## config.mk

```make
export PLATFORM = sky130hd
export DESIGN_NAME = seq_det_param
export DESIGN_NICKNAME = d
export VERILOG_FILES = /design/src/rtl/seq_det_param.sv
export SDC_FILE = /design/constraint.sdc
export NUM_CORES = 1
export LEC_CHECK = 0
export ABC_AREA = 0
export BUFFER_PORTS_ARGS = -buffer_cell sky130_fd_sc_hd__buf_2
export CORE_MARGIN = 5
export CORE_UTILIZATION = 52
export DETAILED_ROUTE_END_ITERATION = 12
export GPL_TIMING_DRIVEN = 0
export PLACE_DENSITY = 0.79
export SYNTH_ARGS = -nofsm -noshare
export SYNTH_HDL_FRONTEND = slang
export SYNTH_SLANG_ARGS = --single-unit
export TNS_END_PERCENT = 10
```

## constraint.sdc

```tcl
create_clock -name clk -period 5 [get_ports clk]
set_input_delay 1 -clock clk [delete_from_list [all_inputs] [get_ports clk]]
set_output_delay 1 -clock clk [all_outputs]
set_load 0.02 [all_outputs]
```

## src/rtl/seq_det_param.sv

```systemverilog
// Parameterised serial pattern detector with a loadable pattern,
// optional overlapping matches and a saturating match counter.
module seq_det_param #(
  parameter int              PAT_W   = 4,
  parameter logic [PAT_W-1:0] PATTERN = 4'b1010,
  parameter bit              OVERLAP = 1'b1,
  parameter int              CNT_W   = 8
) (
  input  logic             clk,
  input  logic             rst,
  input  logic             en,
  input  logic             in,
  input  logic             pat_ld,
  input  logic [PAT_W-1:0] pat_in,
  input  logic             clr_cnt,
  output logic             out,
  output logic [CNT_W-1:0] match_cnt
);

  localparam int FW = $clog2(PAT_W + 1);
  localparam logic [FW-1:0] FULL = FW'(PAT_W);

  logic [PAT_W-1:0] pat_q, pat_d;
  logic [PAT_W-1:0] hist_q, hist_d;
  logic [FW-1:0]    fill_q, fill_d;
  logic             out_q, out_d;
  logic [CNT_W-1:0] cnt_q, cnt_d;

  logic [PAT_W-1:0] hist_n;
  logic [FW-1:0]    fill_n;
  logic             hit;

  always_comb begin
    pat_d  = pat_q;
    hist_d = hist_q;
    fill_d = fill_q;
    out_d  = 1'b0;
    cnt_d  = cnt_q;
    hist_n = {hist_q[PAT_W-2:0], in};
    fill_n = (fill_q == FULL) ? fill_q : fill_q + 1'b1;
    hit    = 1'b0;

    if (pat_ld) begin
      pat_d  = pat_in;
      hist_d = '0;
      fill_d = '0;
    end else if (en) begin
      hit    = (fill_n == FULL) && (hist_n == pat_q);
      hist_d = hist_n;
      // Non-overlapping mode restarts the fill after each match
      fill_d = (hit && !OVERLAP) ? '0 : fill_n;
      out_d  = hit;
    end

    if (clr_cnt) begin
      cnt_d = '0;
    end else if (hit && (cnt_q != '1)) begin
      cnt_d = cnt_q + 1'b1;
    end
  end

  always_ff @(posedge clk or negedge rst) begin
    if (!rst) begin
      pat_q  <= PATTERN;
      hist_q <= '0;
      fill_q <= '0;
      out_q  <= 1'b0;
      cnt_q  <= '0;
    end else begin
      pat_q  <= pat_d;
      hist_q <= hist_d;
      fill_q <= fill_d;
      out_q  <= out_d;
      cnt_q  <= cnt_d;
    end
  end

  assign out       = out_q;
  assign match_cnt = cnt_q;

endmodule

```

Word-level counts from Yosys, hierarchy flattened

Cells that the tools add are included.
W data, S select, Z words.

$add $sub $neg: 2
Equality and inequality tests: 4
Muxes and demuxes: 9
Reductions and logical operators: 4

Operators by type and width:

| cell                  | number |
|---|---|
| $mux W8               | 2 |
| $mux W3               | 5 |
| $add A8 B1 Y8 const B | 1 |
| $ne A8 B8 Y1 const B  | 1 |
| $eq A3 B3 Y1 const B  | 2 |
| $eq A4 B4 Y1          | 1 |
| $reduce_bool A2 Y1    | 2 |
| $add A3 B1 Y3 const B | 1 |
| $logic_and A1 B1 Y1   | 2 |
| $mux W1               | 2 |

Bits in registers: 19
Bits of input ports: 10
Word-level logic and storage cells: 24

Depth between registers and ports, before layout

Depth in word-level cells: 9
Depth in mapped cells: 8

Worst setup path before layout

Ideal clock, no wire load.

Path type: input -> register
From: input port in
To: register cnt_q[5] (netlist: match_cnt[5])
Setup time: 0.127 ns
Arrival: 2.145 ns
Data required time: 4.873 ns
Path slack: 2.727 ns
Stages on the path: 6
Buffers on the path: 1
Path through: xor2_1 -> nor4_4 -> and4_1 -> buf_4 -> nand4_1 -> mux2_1

Cells in the longest elaborated chain, start to end: 6

Ends and longest elaborated chain:

| what                                | line | source |
|---|---|---|
| start: declaration                  | 12   | `input logic in,` |
| $eq A4 B4 Y1                        | 48   | `hit = (fill_n == FULL) && (hist_n == pat_q);` |
| $logic_and A1 B1 Y1                 | 48   |  |
| $mux W1                             | 47   | `end else if (en) begin` |
| $mux W1                             | 43   | `if (pat_ld) begin` |
| $logic_and A1 B1 Y1                 | 57   | `end else if (hit && (cnt_q != '1)) begin` |
| $reduce_bool A2 Y1 (no source line) | n/a  |  |
| end signal: assignment              | 74   | `cnt_q <= cnt_d;` |
| end: declaration                    | 27   | `logic [CNT_W-1:0] cnt_q, cnt_d;` |

No other way between the ends.
A chain may end at the register's enable or synchronous reset.

Worst setup path after layout

Same ends and word-level chain as after synthesis.

==> impl_metrics.tcl <==
set metrics [dict create \
    synth_cell_types 30 \
    synth_seq_cells 19 \
    grt_pass1_vias 754 \
    routedWlPerCell_um 12.6 \
    min-delay-start "pat_q[0]" \
    holdPathEnd "pat_q[0]" \
    clk_pin_slew_ns 0.10 \
    grt_use_total_pct 15.2 \
    irDropWorstVdd_v 0.000148 \
    nNetsFinal 127 \
    start_util_pct 56.1 \
    wl_um 1740 \
    cap_viol_max_count 0 \
    ys_async_sr_fraction_pct 100 \
    antenna_found_initial 0 \
    row_count 15 \
    grt_pass1_wl_um 3240 \
    fin_util_pct 63.6 \
    hpwl_um 1380 \
    diodes 0 \
    grt.overflow.total 0 \
    final_area_um2 1120 \
    r2r_end "match_cnt[5]" \
    startpoint_type "input pin" \
    synth_top_area_share_pct 43.0 \
    crit_required_ns 5.18 \
    cts_root_buf "clkbuf_4" \
    tns_ns 0 \
    wl_met1_um 816 \
    hold_ws_ns 0.537 \
    reg2reg_slack_ns 3.02 \
    synth_commonest_cells "dfrtp_1 (17), a21oi_1 (7), nor2_1 (7)" \
    netlist_area_um2 990 \
    synth_edf_count 0 \
    crit_type "in -> reg" \
    wl_met3_um 44 \
    leakagePower_nw 0.541 \
    clkSinkCount 19 \
    top_layer_used "met4" \
    fin_cells 138 \
    max_freq_mhz 461 \
    syn2layout_area_growth_pct 13.4 \
    status "completed" \
    post_cts_resized 0 \
    dr_wl_met2_um 868 \
    yosys.area.top_type "dfrtp_1" \
    synth_fp_nets 107 \
    cts_tree "built" \
    drc 0 \
    clock_path_buffers 2 \
    powerDensity_nw_per_um2 243 \
    placed_cell_area_um2 1100 \
    vias 747 \
    setup_viol 0 \
    post-synth-top-count-cell "dfrtp_1" \
    cts_buffers 3 \
    layout-drive-gt1-share_pct 25.7 \
    tightest_slew_ns 0.404 \
    whs_path_depth 1 \
    die_h_um 53.6 \
    die_w_um 53.6 \
    relSlewSlack_pct 73.1 \
    seq_area_frac_synth_pct 48.3 \
    arrival_ns 2.34 \
    yosysWarnings 0 \
    antenna_left 0 \
    n_fill_cell 165 \
    ios 19 \
    grt_max_degree 20 \
    slew_viol_final 0 \
    numPortBuffers 15 \
    postCtsHoldBufs 0 \
    finalHoldViolCount 0 \
    die_area_um2 2880 \
    coreArea_um2 1760 \
    gp_routability_congestion 0.764 \
    fin_skew_ns 0.00411 \
    rsz0062_at_grt "no" \
    avgSynthCellArea_um2 10.5 \
    min_period_ns 2.17 \
    clock_latency_ns 0.28 \
    path_max_fanout 5 \
    drt_iter0_drc 15 \
    crit_path_end_kind "register" \
    synth_flop_cell "dfrtp_1" \
    synth.area.top_cells "dfrtp_1 (43%), dfstp_2 (5.3%), mux2_2 (4.6%)" \
    vias_per_cell 5.41 \
    reg2reg_depth 8 \
    drt_first_pass_iters 4 \
    cts-htree-levels 1 \
    reg2reg_from "fill_q[0]" \
    worstHoldPathType "reg -> reg" \
    cts_setup_buffers 0 \
    synth_cells 94 \
    post-route-period-util_pct 43.3 \
    dp.cells 134 \
]
[cells in the final DEF, fill, tap and decap left out, drive strengths merged]
| master | netlist | routed |
|---|---|---|
| buf | 4 | 19 |
| dfrtp | 17 | 17 |
| nor2 | 7 | 7 |
| a21oi | 7 | 7 |
| nand2 | 6 | 6 |
| inv | 5 | 5 |
| mux2 | 5 | 5 |
| xor2 | 4 | 4 |
| and3 | 4 | 4 |
| nand4 | 4 | 4 |
| clkbuf | 0 | 4 |
| mux2i | 3 | 3 |
| and4 | 3 | 3 |
| nand3 | 3 | 3 |
| o21ai | 3 | 3 |
| or3 | 3 | 3 |
| ha | 3 | 3 |
| xnor2 | 2 | 2 |
| dfstp | 2 | 2 |
| nor4 | 1 | 1 |
| nand3b | 1 | 1 |
| o2111a | 1 | 1 |
| a32o | 1 | 1 |
| o21bai | 1 | 1 |
| a31o | 1 | 1 |
| a41oi | 1 | 1 |
| nor3 | 1 | 1 |
| nor2b | 1 | 1 |
[cell type report]
class | count | area [um^2] | share of cell area (%)
flip-flops and latches | 19 | 478 | 42.6
clock buffers | 4 | 26.3 | 2.34
repair buffers | 15 | 75.1 | 6.69
plain buffers | 4 | 21.3 | 1.90
multi-input cells | 66 | 472 | 42.0
well taps | 25 | 31.3 | 2.79
inverters | 5 | 18.8 | 1.67
[report_power, final]
part           internal (mW)  switching, mW  leakage (nW)
Combinational         0.0146         0.0187         0.274
Clock                 0.0309         0.0430        0.0150
Sequential             0.161        0.00469         0.252
[metal layers]
layer  vias to the layer above  GRT usage [%]
met5                         -              0
met4                         0           4.26
met3                         2           2.49
met2                        13           26.1
met1                       353           19.6
li1                        379              -
[cells by family (layout without fill, tap and decap cells)]
| group | count (synthesis) | after routing | synth area share, % |
|---|---|---|---|
| AOI/OAI and AO/OA | 15 | 15 | 9.73 |
| xor gates and xnor gates | 6 | 6 | 5.31 |
| adders and majority gates | 3 | 3 | 3.79 |
| buffers and inverters | 9 | 28 | 4.05 |
| DFF | 19 | 19 | 48.3 |
| muxes | 8 | 8 | 8.72 |
| and+or+nand+nor | 34 | 34 | 20.1 |
[through the flow]
stage | total power, mW | setup WS, ns
6_report | 0.272 | 2.83
3_3_place_gp | 0.200 | 2.54
5_1_grt | 0.291 | 2.72
4_1_cts | 0.275 | 2.83
2_1_floorplan | 0.191 | 2.73
3_5_place_dp | 0.202 | 2.51
[critical path, cell delays in order]
cell	delay, ns
buf_2	0.11
xor2_1	0.17
nor4_4	0.28
and4_1	0.21
buf_4	0.14
nand4_1	0.12
mux2_1	0.32
[sequential cells by signal (all words and copies together), names as in the netlist]
name / cells
fill_q: 3
hist_q: 3
match_cnt: 8
out: 1
pat_q: 4
[how the worst max path moves through the flow]
stage / startpoint / end / slack, ns
2_1_floorplan: in / match_cnt[5] / 2.73
3_3_place_gp: in / match_cnt[5] / 2.54
3_5_place_dp: in / match_cnt[5] / 2.51
4_1_cts: in / match_cnt[5] / 2.83
5_1_grt: in / match_cnt[4] / 2.72
6_report: in / match_cnt[5] / 2.83
No activity file was read; power rests on OpenSTA's default activity.
